===== src/rtl/ts_packet_sync_pkg.sv =====
// Shared definitions for the TS packet synchroniser: the MPEG-TS sync byte,
// the HUNT/VERIFY/LOCK state encodings and the byte-counter wrap helper.
package ts_packet_sync_pkg;

    localparam logic [7:0] TS_SYNC_BYTE = 8'h47;

    typedef enum logic [1:0] {
        ST_HUNT   = 2'd0,
        ST_VERIFY = 2'd1,
        ST_LOCK   = 2'd2
    } state_t;

    // Byte counter advance: wraps to 0 after the last byte of a packet.
    function automatic logic [7:0] bc_next(input logic [7:0] bc, input logic [7:0] last);
        return (bc == last) ? 8'd0 : bc + 8'd1;
    endfunction

endpackage


===== src/rtl/ts_packet_sync_edge_sync.sv =====
// Two-flop synchroniser into the clk domain with a rising-edge detector per bit.
// sync is the synchronised level; rise is high for one clk when sync goes 0->1.
module edge_sync #(
    parameter int WIDTH = 1
) (
    input  logic             clk,
    input  logic             rst_n,
    input  logic [WIDTH-1:0] async_in,
    output logic [WIDTH-1:0] sync,
    output logic [WIDTH-1:0] rise
);

    logic [WIDTH-1:0] s1;
    logic [WIDTH-1:0] s2;
    logic [WIDTH-1:0] s3;

    // Metastability chain plus one history stage for edge detection.
    always_ff @(posedge clk) begin
        if (!rst_n) begin
            s1 <= '0;
            s2 <= '0;
            s3 <= '0;
        end else begin
            s1 <= async_in;
            s2 <= s1;
            s3 <= s2;
        end
    end

    assign sync = s2;
    assign rise = s2 & ~s3;

endmodule


===== src/rtl/ts_packet_sync.sv =====
// TS packet synchroniser: brings an asynchronous byte stream into the CLK
// domain, hunts for the 0x47 sync byte, verifies LOCK_CNT consecutive packets,
// then emits aligned bytes with a packet-start strobe while locked.
// Optional build macro TS_ERR_COUNT_EN adds the saturating ERR_CNT output.
// dbg_state exposes the acquisition FSM state.
module ts_packet_sync
    import ts_packet_sync_pkg::*;
#(
    parameter int PKT_LEN  = 188,
    parameter int LOCK_CNT = 3,
    parameter int LOSS_CNT = 3
) (
    input  logic        CLK,
    input  logic        RST,
    input  logic        RESET_ON_CHANGE,
    input  logic [7:0]  DATA_IN,
    input  logic        DCLK_IN,
    input  logic        D_VALID_IN,
    input  logic        P_SYNC_IN,
    output logic [7:0]  DATA_OUT,
    output logic        D_VALID_OUT,
    output logic        P_SYNC_OUT,
    output logic        LOCK,
`ifdef TS_ERR_COUNT_EN
    output logic [15:0] ERR_CNT,
`endif
    output state_t      dbg_state
);

    localparam logic [7:0] LAST_BC = 8'(PKT_LEN - 1);
    localparam logic [7:0] LOCK_TH = 8'(LOCK_CNT);
    localparam logic [7:0] LOSS_TH = 8'(LOSS_CNT);

    // Control lines: bit 0 DCLK, bit 1 D_VALID, bit 2 P_SYNC.
    logic [2:0] ctl_sync;
    logic [2:0] ctl_rise;
    logic [7:0] data_s1;
    logic [7:0] data_s2;
    logic       bs;
    logic       unused_bits;

    edge_sync #(.WIDTH(3)) u_ctl_sync (
        .clk      (CLK),
        .rst_n    (RST),
        .async_in ({P_SYNC_IN, D_VALID_IN, DCLK_IN}),
        .sync     (ctl_sync),
        .rise     (ctl_rise)
    );

    // Data bus synchroniser; the source holds DATA_IN stable around the DCLK edge.
    always_ff @(posedge CLK) begin
        if (!RST) begin
            data_s1 <= 8'h00;
            data_s2 <= 8'h00;
        end else begin
            data_s1 <= DATA_IN;
            data_s2 <= data_s1;
        end
    end

    assign bs          = ctl_rise[0] & ctl_sync[1];
    assign unused_bits = &{1'b0, ctl_sync[0], ctl_rise[2:1]};

    state_t     state;
    state_t     state_n;
    logic [7:0] bc;
    logic [7:0] bc_n;
    logic [7:0] good;
    logic [7:0] good_n;
    logic [7:0] bad;
    logic [7:0] bad_n;
    logic [7:0] data_n;
    logic       dv_n;
    logic       ps_n;
`ifdef TS_ERR_COUNT_EN
    logic [15:0] err_n;
`endif

    // State, counters and output registers.
    always_ff @(posedge CLK) begin
        if (!RST) begin
            state       <= ST_HUNT;
            bc          <= 8'd0;
            good        <= 8'd0;
            bad         <= 8'd0;
            DATA_OUT    <= 8'h00;
            D_VALID_OUT <= 1'b0;
            P_SYNC_OUT  <= 1'b0;
`ifdef TS_ERR_COUNT_EN
            ERR_CNT     <= 16'h0000;
`endif
        end else begin
            state       <= state_n;
            bc          <= bc_n;
            good        <= good_n;
            bad         <= bad_n;
            DATA_OUT    <= data_n;
            D_VALID_OUT <= dv_n;
            P_SYNC_OUT  <= ps_n;
`ifdef TS_ERR_COUNT_EN
            ERR_CNT     <= err_n;
`endif
        end
    end

    // Acquisition FSM: next state, counters and output strobes per byte strobe.
    always_comb begin
        state_n = state;
        bc_n    = bc;
        good_n  = good;
        bad_n   = bad;
        data_n  = DATA_OUT;
        dv_n    = 1'b0;
        ps_n    = 1'b0;
`ifdef TS_ERR_COUNT_EN
        err_n   = ERR_CNT;
`endif
        if (RESET_ON_CHANGE) begin
            // Channel change wins over any byte arriving in the same cycle.
            state_n = ST_HUNT;
            bc_n    = 8'd0;
            good_n  = 8'd0;
            bad_n   = 8'd0;
`ifdef TS_ERR_COUNT_EN
            err_n   = 16'h0000;
`endif
        end else if (bs) begin
            case (state)
                ST_HUNT: begin
                    if (ctl_sync[2] && data_s2 == TS_SYNC_BYTE) begin
                        state_n = ST_VERIFY;
                        bc_n    = 8'd1;
                        good_n  = 8'd1;
                        bad_n   = 8'd0;
                    end
                end
                ST_VERIFY: begin
                    bc_n = bc_next(bc, LAST_BC);
                    if (bc == 8'd0) begin
                        if (data_s2 == TS_SYNC_BYTE) begin
                            good_n = good + 8'd1;
                            if (good_n >= LOCK_TH) begin
                                state_n = ST_LOCK;
                                bad_n   = 8'd0;
                            end
                        end else begin
                            state_n = ST_HUNT;
                            bc_n    = 8'd0;
                            good_n  = 8'd0;
                        end
                    end
                end
                ST_LOCK: begin
                    // Alignment follows BC only; P_SYNC_IN is not consulted here.
                    bc_n   = bc_next(bc, LAST_BC);
                    data_n = data_s2;
                    dv_n   = 1'b1;
                    ps_n   = (bc == 8'd0);
                    if (bc == 8'd0) begin
                        if (data_s2 == TS_SYNC_BYTE) begin
                            bad_n = 8'd0;
                        end else begin
                            bad_n = bad + 8'd1;
`ifdef TS_ERR_COUNT_EN
                            if (ERR_CNT != 16'hFFFF) begin
                                err_n = ERR_CNT + 16'd1;
                            end
`endif
                            if (bad_n >= LOSS_TH) begin
                                state_n = ST_HUNT;
                                bc_n    = 8'd0;
                                good_n  = 8'd0;
                                bad_n   = 8'd0;
                            end
                        end
                    end
                end
                default: begin
                    state_n = ST_HUNT;
                    bc_n    = 8'd0;
                    good_n  = 8'd0;
                    bad_n   = 8'd0;
                end
            endcase
        end
    end

    assign LOCK      = (state == ST_LOCK);
    assign dbg_state = state;

endmodule


===== config.mk =====
export PLATFORM = sky130hd
export DESIGN_NAME = ts_packet_sync
export DESIGN_NICKNAME = d
export VERILOG_FILES = /design/src/rtl/ts_packet_sync_pkg.sv /design/src/rtl/ts_packet_sync_edge_sync.sv /design/src/rtl/ts_packet_sync.sv
export SDC_FILE = /design/constraint.sdc
export NUM_CORES = 1
export LEC_CHECK = 0
export ABC_AREA = 1
export BUFFER_PORTS_ARGS = -buffer_cell sky130_fd_sc_hd__buf_2
export CELL_PAD_IN_SITES_DETAIL_PLACEMENT = 0
export CELL_PAD_IN_SITES_GLOBAL_PLACEMENT = 1
export CORE_MARGIN = 1.5
export CORE_UTILIZATION = 44
export CTS_BUF_LIST = sky130_fd_sc_hd__clkbuf_8
export CTS_CLUSTER_SIZE = 8
export DETAILED_ROUTE_END_ITERATION = 10
export PLACE_DENSITY_LB_ADDON = 0.1
export SYNTH_ARGS = -nofsm -noshare
export SYNTH_HDL_FRONTEND = slang
export SYNTH_SLANG_ARGS = --single-unit
export TNS_END_PERCENT = 5

===== constraint.sdc =====
create_clock -name CLK -period 1.9 [get_ports CLK]
set_input_delay 0.095 -clock CLK [delete_from_list [all_inputs] [get_ports CLK]]
set_output_delay 0.095 -clock CLK [all_outputs]
set_load 0.005 [all_outputs]

==> metrics.md <==
| Metric | Value |
|---|---|
| Outcome | `finished clean` |
| Vias | `roughly 2,300` |
| FFs w/ async S/R, synth | `0%` |
| Reg clk slew, reported paths | `about 0.070 ns` |
| IO buf count | `26` |
| Worst VDD drop | `approximately 0.50 mV` |
| Synth Net Count | `between 300 and 400` |
| Synth Area in XOR/XNOR | `under 10%` |
| Hold crit path type | `input pin to flip-flop` |
| Fin crit share | `between 90 and 100%` |
| IO Pins | `27` |
| First-pass GRT wire length | `between 9000 and 10,000 um` |
| Num rows | `28` |
| Largest family of logic cells by synthesized area | `simple AND/OR/NAND/NOR gates` |
| Area delta synth->final | `23.4%` |
| Die height | `~81 um` |
| DR pass1 iterations | `4` |
| Worst Setup End Kind | `flip-flop` |
| Post-DP HPWL | `just under 4000 um` |
| Post-layout min period | `1.75 ns` |
| GR Overflow Total | `0` |
| Simple-gate share of the synthesized area | `32.1%` |
| Arrival time worst endpoint | `around 2 ns` |
| Worst Tran Pin Value | `between 0.5 and 0.6 ns` |
| Most used flip-flop cell after synthesis | `dfxtp_1` |
| Top-area cell type share of the netlist area | `approximately 44%` |
| Post-Synthesis Cells | `366` |
| H-tree levels | `3` |
| Number of synthesized flops with an enable pin | `0` |
| Pre-CTS setup slack | `around 0.032 ns` |
| Post-Layout Cell Count | `roughly 500` |
| Distinct cells, synth | `34` |
| Startpoint Class | `flip-flop` |
| Die Width | `81.5 um` |
| RSZ-0062 raised after global routing | `true` |
| Mapped Area | `0.00271 sq mm` |
| Final WS setup | `roughly 0.15 ns` |
| DRC | `0` |
| Net total in the final layout | `between 400 and 500` |
| Pins over their slew limit | `0` |
| YS warnings | `0` |
| Placed insts | `roughly 470` |
| Core area | `~0.0059 sq mm` |
| Drt wl/cell | `between 10 and 15 um` |
| Detailed Route WL | `5520 um` |
| Final Hold Slack | `~0.048 ns` |
| CTS max path bufs | `2` |
| Synth Area in Compound Gates | `between 8 and 9%` |
| CTS Sinks | `just under 60` |
| Top area cells in the synthesized netlist | `dfxtp_1 (44%), nand2_1 (11%), inv_1 (9.0%)` |
| Antenna cells | `0` |
| Crit Path Class | `flip-flop to flip-flop` |
| Wire length on met1 | `roughly 2600 um` |
| Gpl congestion | `roughly 0.78` |
| Post-route ant nets | `0` |
| Clock latency on the worst-skew pair | `roughly 0.33 ns` |
| MaxCap Viol Count | `0` |
| Hold Vio Cnt, Final | `0` |
| Seq/Total Area, Yosys | `43.6%` |
| Clock root buffer | `clkbuf_8` |
| Fill count | `roughly 590` |
| Pwr Density | `between 700 and 800 mW/mm^2` |
| Met2 WL | `~2700 um` |
| Critical Path RT | `approximately 2.1 ns` |
| Initial antenna violation count | `0` |
| Vias in the first global route | `2,170` |
| Synthesized flop and latch total | `roughly 60` |
| TritonCTS clock tree | `yes` |
| Via density per instance | `4.53` |
| Worst slew margin | `60.9%` |
| Post-Synth Adder-Cell Area | `between 2 and 3%` |
| Synth area leader | `dfxtp_1` |
| Critical path peak fanout | `8` |
| Initial core utilization | `45.8%` |
| CTS Buf Count | `9` |
| Die Footprint | `0.00664 sq mm` |
| Final setup fails | `0` |
| Synthesized area per cell | `7.40 sq um` |
| Worst-case clock skew | `roughly 0.0084 ns` |
| Pleak | `~1.6 nW` |
| Largest net degree at the start of global routing | `32` |
| Initial DRC Count | `77` |
| Fmax | `around 570 MHz` |
| Metal3 WL | `between 150 and 200 um` |
| Max layer used | `met4` |
| Total GRT Usage | `a little under a fifth` |
| Share of post-route cells with drive strength above 1 | `between 10% and 20%` |
| Multiplexer area fraction after synthesis | `0%` |
[per-layer routing]
| metal | track usage (%) | vias up |
|---|---|---|
| li1 | - | 1231 |
| met4 | 8.28 | 0 |
| met3 | 6.44 | 6 |
| met2 | 31.3 | 28 |
| met1 | 21.2 | 997 |
| met5 | 0 | - |
[worst paths after layout]
check / from / endpoint / slack, ns / cells after the start
max: bc[0] / good[3] / 0.15 / 9
min: RST / D_VALID_OUT / 0.05 / 3
max reg2reg: bc[0] / good[3] / 0.15 / 9
min reg2reg: u_ctl_sync.s1[0] / u_ctl_sync.sync[0] / 0.41 / 2
[registers in the layout (all words and copies together) (netlist names)]
name and flops:
DATA_OUT 8, D_VALID_OUT 1, P_SYNC_OUT 1, bad 8, bc 8, data_s1 8
data_s2 8, dbg_state 2, good 8, u_ctl_sync.s1 3, u_ctl_sync.s3 1, u_ctl_sync.sync 3
[critical path: stages, from the launching register on]
cell and delay [ns]:
dfxtp_1 0.35, inv_1 0.07, ha_1 0.14, nand2_1 0.06, nor2_2 0.14, nand2_2 0.13
o21ai_4 0.21, nand4_4 0.13, o21ai_4 0.31, nor2_1 0.08
[layout make-up]
| type | instances | area (sq um) | share of cell area, % |
|---|---|---|---|
| Clock buffer | 10 | 138 | 4.12 |
| Clock inverter | 5 | 78.8 | 2.36 |
| Inverter | 68 | 255 | 7.63 |
| Multi-Input combinational cell | 234 | 1270 | 38.1 |
| Sequential cell | 59 | 1180 | 35.3 |
| Tap cell | 75 | 93.8 | 2.81 |
| Timing Repair Buffer | 48 | 323 | 9.65 |
[synth_stat cells, types with 2 or more instances]
cell	n
nand2_1	81
inv_1	65
dfxtp_1	59
nor2_1	47
nand3_1	20
o21ai_0	15
a21oi_1	12
ha_1	6
nand4_1	6
o21ai_1	6
xor2_1	6
clkbuf_1	5
and2_1	4
nand2_2	4
nor3_1	4
inv_2	3
nand3_2	2
nand3_4	2
nor2_4	2
nor2b_1	2
o21ai_4	2
[repair_timing]
item,4_1_cts,5_1_grt
hold buffers,11,0
resized for setup,0,5
hold endpoints to repair,11,0
setup buffers,0,5
endpoints found under the setup margin,0,23
[through the flow]
stage	util [%]	total power [W]	cell area [sq um]	setup TNS (ns)
2_1_floorplan	-	0.00133	2710	0
3_3_place_gp	49.8	0.00136	2950	0
3_5_place_dp	49.8	0.00136	2950	0
4_1_cts	55.3	0.00263	3280	0
5_1_grt	56.5	0.00270	3340	-0.0242
6_report	56.5	0.00259	3340	0
[power breakdown]
group | total [W] | switching [W] | internal (W) | leakage, nW
combinational | 0.0000855 | 0.0000440 | 0.0000415 | 1.05
clock | 0.00124 | 0.000478 | 0.000762 | 0.106
sequential | 0.00127 | 0.00000913 | 0.00126 | 0.480
[logic make-up after synthesis]
family	count (synthesis)
simple gates	181
xor+xnor	7
fa+ha+maj	6
flops	59
buf+inv	74
compound gates	39
[placed cells by master, fill, tap and decap left out, types with 2 or more instances in the layout]
cell / instances
a21oi_1: 12
a21oi_4: 2
and2_1: 4
buf_2: 26
buf_4: 11
bufinv_16: 2
clkbuf_8: 10
clkinvlp_4: 2
dfxtp_1: 59
dlygate4sd3_1: 11
ha_1: 6
inv_1: 66
inv_2: 3
nand2_1: 80
nand2_2: 4
nand2_4: 2
nand3_1: 20
nand3_2: 2
nand3_4: 2
nand4_1: 6
nor2_1: 45
nor2_2: 3
nor2_4: 3
nor2b_1: 2
nor3_1: 4
o21ai_0: 15
o21ai_1: 6
o21ai_4: 2
xor2_1: 6
Power figures use the tool's default switching activity.
